### src/rtl/mem_port_arbiter_pkg.sv
// Shared definitions for the IF/MEM single-port memory arbiter: state codes,
// requester ownership encoding and the datapath width.
package mem_port_arbiter_pkg;

  localparam int DATA_W = 32;

  typedef logic [1:0] state_t;
  localparam state_t ST_IDLE   = 2'd0;
  localparam state_t ST_ACCESS = 2'd1;
  localparam state_t ST_WAIT   = 2'd2;
  localparam state_t ST_RESP   = 2'd3;

  // Owner value doubles as the address mux select (1 = MEM-stage address).
  typedef enum logic {
    OWN_IF  = 1'b0,
    OWN_MEM = 1'b1
  } owner_t;

  function automatic logic parity_w(input logic [DATA_W-1:0] d);
    return ^d;
  endfunction

endpackage

### src/rtl/mem_port_arbiter_latency_counter.sv
// Memory latency down-counter: loaded with MEM_LAT-1 at launch, counts down
// while enabled, and flags done when it reaches zero.
module mem_port_arbiter_latency_counter #(
  parameter int MEM_LAT = 2
) (
  input  logic Clk,
  input  logic Reset,
  input  logic load,
  input  logic dec,
  output logic done
);

  localparam int CW = (MEM_LAT > 1) ? $clog2(MEM_LAT) : 1;
  localparam logic [CW-1:0] LOAD_VAL = CW'(MEM_LAT - 1);
  localparam logic [CW-1:0] ONE      = CW'(1);

  logic [CW-1:0] cnt_d;
  logic [CW-1:0] cnt_q;

  always_comb begin
    cnt_d = cnt_q;
    if (load) begin
      cnt_d = LOAD_VAL;
    end else if (dec && (cnt_q != '0)) begin
      cnt_d = cnt_q - ONE;
    end else begin
      cnt_d = cnt_q;
    end
  end

  always_ff @(posedge Clk) begin
    if (Reset) begin
      cnt_q <= '0;
    end else begin
      cnt_q <= cnt_d;
    end
  end

  assign done = (cnt_q == '0);

endmodule

### src/rtl/mem_port_arbiter.sv
// Shares one single-ported memory between the IF and MEM pipeline stages:
// arbitrates, launches one access at a time and returns data to the winner.
module mem_port_arbiter
  import mem_port_arbiter_pkg::*;
#(
  parameter int MEM_LAT    = 2,
  parameter int STARVE_MAX = 4
) (
  input  logic              Clk,
  input  logic              Reset,
  input  logic              if_req,
  input  logic [DATA_W-1:0] if_addr,
  output logic              if_gnt,
  output logic              if_valid,
  output logic [DATA_W-1:0] if_rdata,
  input  logic              mem_req,
  input  logic              mem_we,
  input  logic [DATA_W-1:0] mem_wdata,
  output logic              mem_gnt,
  output logic              mem_valid,
  output logic [DATA_W-1:0] mem_rdata,
  output logic              addr_sel,
  output logic              m_en,
  output logic              m_we,
  output logic [DATA_W-1:0] m_wdata,
  input  logic [DATA_W-1:0] m_rdata,
  output logic              stall_if
);

  localparam int SW = $clog2(STARVE_MAX + 1);
  localparam logic [SW-1:0] STARVE_LIM = SW'(STARVE_MAX);
  localparam logic [SW-1:0] STARVE_ONE = SW'(1);

  state_t            state_d,     state_q;
  owner_t            owner_d,     owner_q;
  logic              we_d,        we_q;
  logic [SW-1:0]     starve_d,    starve_q;
  logic              if_gnt_d,    if_gnt_q;
  logic              if_valid_d,  if_valid_q;
  logic [DATA_W-1:0] if_rdata_d,  if_rdata_q;
  logic              mem_gnt_d,   mem_gnt_q;
  logic              mem_valid_d, mem_valid_q;
  logic [DATA_W-1:0] mem_rdata_d, mem_rdata_q;
  logic              addr_sel_d,  addr_sel_q;
  logic              m_en_d,      m_en_q;
  logic              m_we_d,      m_we_q;
  logic [DATA_W-1:0] m_wdata_d,   m_wdata_q;

  logic lat_load;
  logic lat_dec;
  logic lat_done;
  logic if_wins;
  logic unused_if_addr_par;

  // The fetch address is routed to the external mux, never through this block.
  assign unused_if_addr_par = parity_w(if_addr);

  // MEM has priority unless IF has lost STARVE_MAX arbitrations in a row.
  assign if_wins = if_req & (~mem_req | (starve_q == STARVE_LIM));

  mem_port_arbiter_latency_counter #(
    .MEM_LAT (MEM_LAT)
  ) u_lat (
    .Clk   (Clk),
    .Reset (Reset),
    .load  (lat_load),
    .dec   (lat_dec),
    .done  (lat_done)
  );

  always_comb begin
    state_d     = state_q;
    owner_d     = owner_q;
    we_d        = we_q;
    starve_d    = starve_q;
    if_gnt_d    = 1'b0;
    mem_gnt_d   = 1'b0;
    if_valid_d  = 1'b0;
    mem_valid_d = 1'b0;
    m_en_d      = 1'b0;
    m_we_d      = 1'b0;
    addr_sel_d  = addr_sel_q;
    m_wdata_d   = m_wdata_q;
    if_rdata_d  = if_rdata_q;
    mem_rdata_d = mem_rdata_q;
    lat_load    = 1'b0;
    lat_dec     = 1'b0;
    // Outputs are decoded from the transition so they appear registered in the target state.
    case (state_q)
      ST_IDLE: begin
        addr_sel_d = 1'b0;
        if (if_req || mem_req) begin
          state_d    = ST_ACCESS;
          owner_d    = if_wins ? OWN_IF : OWN_MEM;
          we_d       = ~if_wins & mem_we;
          m_en_d     = 1'b1;
          if_gnt_d   = if_wins;
          mem_gnt_d  = ~if_wins;
          m_we_d     = ~if_wins & mem_we;
          addr_sel_d = ~if_wins;
          m_wdata_d  = if_wins ? '0 : mem_wdata;
          if (if_wins) begin
            starve_d = '0;
          end else if (if_req && (starve_q != STARVE_LIM)) begin
            starve_d = starve_q + STARVE_ONE;
          end else begin
            starve_d = starve_q;
          end
        end else begin
          state_d = ST_IDLE;
        end
      end
      ST_ACCESS: begin
        lat_load = 1'b1;
        state_d  = ST_WAIT;
      end
      ST_WAIT: begin
        lat_dec = 1'b1;
        if (lat_done) begin
          state_d = ST_RESP;
          if (owner_q == OWN_IF) begin
            if_valid_d = 1'b1;
            if_rdata_d = m_rdata;
          end else begin
            mem_valid_d = 1'b1;
            mem_rdata_d = we_q ? '0 : m_rdata;
          end
        end else begin
          state_d = ST_WAIT;
        end
      end
      ST_RESP: begin
        state_d    = ST_IDLE;
        addr_sel_d = 1'b0;
      end
      default: begin
        state_d    = ST_IDLE;
        addr_sel_d = 1'b0;
      end
    endcase
  end

  always_ff @(posedge Clk) begin
    if (Reset) begin
      state_q     <= ST_IDLE;
      owner_q     <= OWN_IF;
      we_q        <= 1'b0;
      starve_q    <= '0;
      if_gnt_q    <= 1'b0;
      if_valid_q  <= 1'b0;
      if_rdata_q  <= '0;
      mem_gnt_q   <= 1'b0;
      mem_valid_q <= 1'b0;
      mem_rdata_q <= '0;
      addr_sel_q  <= 1'b0;
      m_en_q      <= 1'b0;
      m_we_q      <= 1'b0;
      m_wdata_q   <= '0;
    end else begin
      state_q     <= state_d;
      owner_q     <= owner_d;
      we_q        <= we_d;
      starve_q    <= starve_d;
      if_gnt_q    <= if_gnt_d;
      if_valid_q  <= if_valid_d;
      if_rdata_q  <= if_rdata_d;
      mem_gnt_q   <= mem_gnt_d;
      mem_valid_q <= mem_valid_d;
      mem_rdata_q <= mem_rdata_d;
      addr_sel_q  <= addr_sel_d;
      m_en_q      <= m_en_d;
      m_we_q      <= m_we_d;
      m_wdata_q   <= m_wdata_d;
    end
  end

  assign if_gnt    = if_gnt_q;
  assign if_valid  = if_valid_q;
  assign if_rdata  = if_rdata_q;
  assign mem_gnt   = mem_gnt_q;
  assign mem_valid = mem_valid_q;
  assign mem_rdata = mem_rdata_q;
  assign addr_sel  = addr_sel_q;
  assign m_en      = m_en_q;
  assign m_we      = m_we_q;
  assign m_wdata   = m_wdata_q;
  assign stall_if  = if_req & ~if_valid_q;

endmodule

### config.mk
export PLATFORM = sky130hd
export DESIGN_NAME = mem_port_arbiter
export DESIGN_NICKNAME = d
export VERILOG_FILES = /design/src/rtl/mem_port_arbiter_pkg.sv /design/src/rtl/mem_port_arbiter_latency_counter.sv /design/src/rtl/mem_port_arbiter.sv
export SDC_FILE = /design/constraint.sdc
export NUM_CORES = 1
export LEC_CHECK = 0
export CAP_MARGIN = 20
export CORE_ASPECT_RATIO = 1.1
export CORE_MARGIN = 4
export CORE_UTILIZATION = 42
export DETAILED_ROUTE_END_ITERATION = 10
export GPL_TIMING_DRIVEN = 1
export PLACE_DENSITY = 0.85
export REMOVE_ABC_BUFFERS = 1
export SLEW_MARGIN = 0
export SYNTH_ARGS = -nofsm -noshare
export SYNTH_HDL_FRONTEND = slang
export SYNTH_SLANG_ARGS = --single-unit
### constraint.sdc
create_clock -name Clk -period 2.95 [get_ports Clk]
set_input_delay 0.4425 -clock Clk [delete_from_list [all_inputs] [get_ports Clk]]
set_output_delay 0.4425 -clock Clk [all_outputs]
set_load 0.01 [all_outputs]
==> reports/qor.txt <==
Worst-path clk slew -> 90 ps
1st-pass router iterations -> 4
Vias in the first global route -> 3146
Final min period -> 2216 ps
Final hold violations -> 0
CTS tree -> yes
Hold Slack -> 451.5 ps
Final ANT Viol Nets -> 0
Hpwl dp -> 7274 um
Delay-heaviest family, CP -> buffers and inverters
Die span in y -> 108.4 um
Die width -> 99.30 um
Critical path peak fanout -> 7
Fin crit share -> 75.12%
Buf/Inv on CP -> 2
PostCTS Resize Cnt -> 0
# hold bufs at CTS -> 0
Final nets -> 613
GRT Util Overall -> 18.30%
Clock sink count -> 111
Diodes inserted -> 0
First-pass GRT wire length -> 15900 um
Clock Path Buffers -> 2
PD cells -> 652.2 mW/mm2
Syn Inst Count -> 339
Startpoint types -> primary input
Final setup viols -> 0
CP Capture Type -> primary output
RSZ-0062 raised after global routing -> no
Leak Pwr -> 2.156 nW
Most used cell, CP -> clkdlybuf4s50_1
Routed vias/inst -> 5.059
Initial Utilization -> 43.18%
Commonest non-fill, non-tap cell in the layout -> clkdlybuf4s50_1
Arrival time at the worst endpoint -> 1770 ps
Pre-CTS setup slack -> 726.5 ps
VDD IR-drop max -> 0.0003508 V
Skew final -> 7.910 ps
Htree depth -> 3
Syn. warnings -> 0
Mean Syn Cell Area -> 11.36 um2
Actual slew at the worst max-slew pin -> 624.0 ps
Critical path class -> in -> out
Crit path required time -> 2510 ps
Via count -> 3157
# rows -> 36
Wire per inst -> 16.06 um
Synthesized flop and latch total -> 111
Setup TNS -> 0 ps
Max Clock Freq -> 451.2 MHz
Core area -> 0.008919 mm2
Cell area after synthesis -> 0.003851 mm2
Worst Hold Class -> reg -> reg
Syn-to-layout area delta -> 50.78%
Layout cells sized above 1 -> 5.490%
Slowest stage cell, crit path -> clkdlybuf4s50_1
Drt drc -> 0
# port buffers -> 172
Drt first-iter violations -> 89
Post-CTS Setup Inserts -> 0
Initial antenna violation count -> 0
CTS Root Cell -> clkbuf_8
# Max-Cap Violations -> 0
Cell-by-cell listing of the critical path -> clkdlybuf4s50_1 -> nor2b_1 -> clkdlybuf4s50_1
Number of I/O pins -> 205
Final Wtd Congestion -> 0.7661
Post-synthesis sequential area ratio -> 57.70%
Grt ovf -> 0
Max Transition Viols Final -> 0
Routed WL -> 10020 um
DIE AREA -> 0.01077 mm2
Synth unique cells -> 29
Pin count of the biggest net entering global routing -> 37
Insertion delay to the later sink of the worst-skew pair -> 360 ps
Most frequent cells in the layout -> clkdlybuf4s50_1 (171), dfxtp_1 (111), a22o_1 (53)
Max stage delay on crit path -> 610 ps
CTS Buf Count -> 9
Final worst setup slack -> 733.9 ps
Status -> finished clean
Max_slew headroom -> 58.28%
[registers in the layout (all words and copies together), names as in the netlist, 2 cells and up]
register and cells:
m_wdata 32, state_q 2, mem_rdata 32, if_rdata 32, starve_q 3
[report_power, final]
part / internal, mW / switching (mW) / total [mW]
clock network: 0.461 / 0.473 / 0.934
logic: 0.590 / 0.468 / 1.06
registers: 1.69 / 0.109 / 1.79
[cells in the mapped netlist]
| cell | count | share of area (%) |
|---|---|---|
| a22o_1 | 53 | 12 |
| o21ai_0 | 1 | 0.13 |
| buf_12 | 3 | 1.6 |
| nand2_1 | 17 | 1.7 |
| a21oi_1 | 18 | 2.3 |
| or3_1 | 1 | 0.16 |
| clkbuf_1 | 7 | 0.68 |
| or4b_1 | 1 | 0.26 |
| inv_1 | 6 | 0.58 |
| nor2_1 | 37 | 3.6 |
| and3b_1 | 1 | 0.23 |
| nand4_1 | 2 | 0.32 |
| nor3_1 | 2 | 0.26 |
| nor4bb_4 | 1 | 0.65 |
| ha_1 | 7 | 2.3 |
| o21a_1 | 1 | 0.20 |
| a21boi_1 | 1 | 0.20 |
| and2_1 | 1 | 0.16 |
| nor2b_1 | 3 | 0.49 |
| nand3b_1 | 13 | 2.5 |
| nor3b_1 | 3 | 0.58 |
| dfxtp_1 | 111 | 58 |
| buf_6 | 4 | 1.2 |
| buf_1 | 3 | 0.29 |
| and3_4 | 1 | 0.29 |
| mux2i_1 | 32 | 8.3 |
| a211oi_1 | 1 | 0.20 |
| buf_2 | 7 | 0.91 |
| a21o_1 | 1 | 0.20 |
[cell type report]
cell class	count	area [um2]
inverter	6	22.52
tap	114	142.6
sequential	111	2222
fill	721	3112
clock inverter	3	40.04
timing repair buffer	179	1769
multi-input combinational	198	1441
clock buffer	13	168.9
[stage by stage]
stage                     instance area [um2]  utilization, %  std cells  total power [mW]
final                                    5807           65.11        624             3.787
after CTS                                5807           65.11        624             3.831
after floorplan                          3674               -        315             2.340
after global placement                   5598           62.77        608             2.862
after global routing                     5807           65.11        624             3.992
after detailed placement                 5598           62.77        608             2.898
[cells by family (layout without fill, tap and decap cells)]
logic type,Yosys count,in the layout,share of synthesized area [%]
and+or+nand+nor,83,83,11.21
muxes,32,32,8.317
DFF,111,111,57.70
AOI/OAI and AO/OA,76,76,15.30
adders and majority gates,7,7,2.274
buffers and inverters,30,201,5.198
[metal layers]
metal	vias to the layer above	share of wire (%)	GRT usage, %
met5	-	0	0
met4	0	1.1	5.561
met3	9	9.5	7.290
met2	138	46	29.75
met1	1482	44	22.35
li1	1528	-	-
[worst min-delay path: stages (launching register included)]
cell and delay (ps):
dfxtp_1 320, nand2_1 50, a21oi_1 50
[final timing paths]
check	startpoint	end	slack (ps)	cells after the start
hold reg to reg	mem_rdata[0]$_SDFFE_PP0P_	mem_rdata[0]$_SDFFE_PP0P_	450	2
setup / recovery	if_req	stall_if	730	3
setup reg to reg	state_q[0]$_SDFF_PP0_	if_rdata[19]$_SDFFE_PP0P_	1000	6
hold / removal	mem_rdata[0]$_SDFFE_PP0P_	mem_rdata[0]$_SDFFE_PP0P_	450	2
Power figures use the tool's default switching activity.
==> patch (same settings) <==
Reset style: asynchronous (`Reset`), changed in 2 clocked blocks.
--- a/src/rtl/mem_port_arbiter_latency_counter.sv
+++ b/src/rtl/mem_port_arbiter_latency_counter.sv
@@ -30,3 +30,3 @@
 
-  always_ff @(posedge Clk) begin
+  always_ff @(posedge Clk or posedge Reset) begin
     if (Reset) begin
--- a/src/rtl/mem_port_arbiter.sv
+++ b/src/rtl/mem_port_arbiter.sv
@@ -142,3 +142,3 @@
 
-  always_ff @(posedge Clk) begin
+  always_ff @(posedge Clk or posedge Reset) begin
     if (Reset) begin
Behaviour: differs if Reset is asserted again (counterexample within 4 cycles, from zero or initial values and one cycle with Reset high); with Reset held inactive, the same outputs for 4 cycles.
==> patch against the unedited design <==
Synthesized area up 12%. Final area grew 8.4%. Fmax increased by 2.2%. Global-route usage fell by 0.98 points. First-iteration DRC count increased by 5.6%. Routed wire length is 1.8% higher. Worst setup slack improved by 0.047 ns. Non-clock buffer count decreased by 3. Sequential cell count did not move. Critical endpoint unchanged. Largest cell class unchanged. Highest routed layer unchanged.
Power is not compared: it rests on default switching activity, and its combinational part moved more than twofold at a synthesized area within 25%.
==> patch: results (changes against the unedited design) <==
Parameter                              Value

Final layout
  Fill cells    744 (+3.2%)
  Diodes inserted    0 (unchanged)
  Share of final-layout standard cells stronger than drive strength 1    10.7% (+5.2 points)
  Number of nets in the layout    606 (-1.1%)

Placed design
  Input/output buffers    172 (unchanged)
  Post-placement setup slack    0.779 ns (+0.0520 ns)
  Placer Congestion    0.752 (-1.8%)
  Post-DP HPWL    7.28 mm (about the same)
  Placed cell areas    6100 µm² (+8.9%)

Worst setup path
  Arrival time of data at the critical path endpoint    1.73 ns (-0.04 ns)
  Reg-to-Reg Start    state_q[0]
  Peak fanout along the critical path    6 (-1)
  Setup crit start    if_req

Global routing
  Global-route wire length before repair    16.6 mm (+4.2%)
  Global routing usage summed across all routing layers    17.3% (-0.98 points)
  Largest net degree at the start of global routing    112 (+200%)
  Initial antenna violation count    0 (unchanged)
  Via count of the first global-routing pass    3,348 (+6.4%)

Synth
  Number of warnings reported in the yosys synthesis log    0 (unchanged)
  Most common library cells after synthesis    sky130_fd_sc_hd__dfrtp_1, sky130_fd_sc_hd__o21ai_0, sky130_fd_sc_hd__nand2_1, sky130_fd_sc_hd__a22o_1, sky130_fd_sc_hd__nand2b_1
  Cell variety after synth    27 (-6.9%)
  Top cells by area, synth    sky130_fd_sc_hd__dfrtp_1, sky130_fd_sc_hd__mux2_2, sky130_fd_sc_hd__a22o_1
  Sequential element share of the synthesized area    64.6% (+6.9 points)
  Proportion of register bits with asynchronous set or reset after synthesis    100% (+100 points)

Power
  Static power due to leakage    2.75 nW
  VDD IR max    0.510 mV

CTS
  Total of cells resized after clock tree synthesis    0 (unchanged)
  Inserted Clock Buffers    9 (unchanged)
  Maximum buffer depth of the clock tree    2 (unchanged)
  Post-CTS Setup Inserts    0 (unchanged)
  Clock root cell    sky130_fd_sc_hd__clkbuf_8
  Worst-Skew Late Latency    0.36 ns (about the same)
  Clk slew on worst S/H paths    0.09 ns (about the same)
  Maximum level of the CTS H-tree    3 (unchanged)

Drt
  DRT Wirelength    10.2 mm (+1.8%)
  Number of design-rule violations left by the first detailed-router iteration    94 (+5.6%)
  Iteration count of the initial detailed-routing pass    4 (unchanged)
  Number of routed nets with antenna violations    0 (unchanged)
  Via-per-instance ratio    4.99 (-1.4%)

Hold path
  Worst min-delay path startpoint    mem_rdata[9]
  Type of the worst min-delay path    flip-flop to flip-flop

Timing
  Layout Skew    0.0120 ns (+0.00412 ns)
  Transition time at the pin with the least slew margin    0.893 ns (+0.269 ns)

Outcome
  Outcome    finished clean
## patch: cell types whose count changed in the layout (fill, tap and decap cells not counted), moves of 20 or more
cell / change
sky130_fd_sc_hd__dfrtp_1: +111
sky130_fd_sc_hd__dfxtp_1: -111
sky130_fd_sc_hd__o21ai_0: +36
sky130_fd_sc_hd__nor2_1: -34
sky130_fd_sc_hd__nand2b_1: +33
sky130_fd_sc_hd__mux2i_1: -32
sky130_fd_sc_hd__mux2_2: +29
sky130_fd_sc_hd__a22o_1: -20
## patch: metrics by stage
step,std cells,power [mW],TNS (ns),hold slack [ns]
6_report,624,6.86,0,0.485
5_1_grt,624,7.31,0,0.496
4_1_cts,624,6.95,0,0.490
3_5_place_dp,608,6.03,0,0.469
3_3_place_gp,608,5.90,0,0.463
2_1_floorplan,312,4.13,-46.97,0.457
## patch: critical path: stages
cell,delay (ns)
sky130_fd_sc_hd__clkdlybuf4s50_1,0.59
sky130_fd_sc_hd__nor2b_1,0.16
sky130_fd_sc_hd__clkdlybuf4s50_1,0.54
## patch: worst paths after layout
kind                           endpoint  slack (ns)  cells past startpoint
max                            stall_if        0.78                      3
max reg2reg                if_rdata[29]        0.93                      6
min in group asynchronous    m_wdata[1]        0.58                      3
min reg2reg                mem_rdata[9]        0.48                      2
max in group asynchronous   if_rdata[4]        1.95                      3
min                        mem_rdata[9]        0.48                      2
## patch: power by group
| part | internal [mW] | switching, mW |
|---|---|---|
| clock | 0.412 | 0.487 |
| sequential | 2.26 | 0.473 |
| combinational | 1.92 | 1.31 |
| total | 4.59 | 2.27 |
## patch: cells by family after synthesis
kind of cell / count (synthesis) / share of synthesized area [%]
AO/OA/AOI/OAI: 75 / 12.0
adder cells (fa/ha/maj): 6 / 1.74
buffers and inverters: 28 / 3.58
flip-flops: 111 / 64.6
multiplexers: 32 / 8.37
AND/OR/NAND/NOR: 80 / 9.77
## patch: layout make-up
type / instances / area (µm²) / share of cell area (%)
multi-input combinational: 193 / 1370 / 21.8
timing repair buffer: 176 / 1760 / 28.0
clock inverter: 6 / 60.1 / 0.954
tap: 120 / 150 / 2.39
sequential: 111 / 2780 / 44.1
clock buffer: 10 / 138 / 2.19
inverter: 8 / 32.5 / 0.517
## patch: layer usage
layer / up-vias / part of all wire (%) / global-route usage [%]
li1: 1466 / - / -
met1: 1494 / 43 / 21.5
met2: 141 / 48 / 29.3
met4: 0 / 1.5 / 5.41
met5: - / 0 / 0
met3: 13 / 7.6 / 5.19
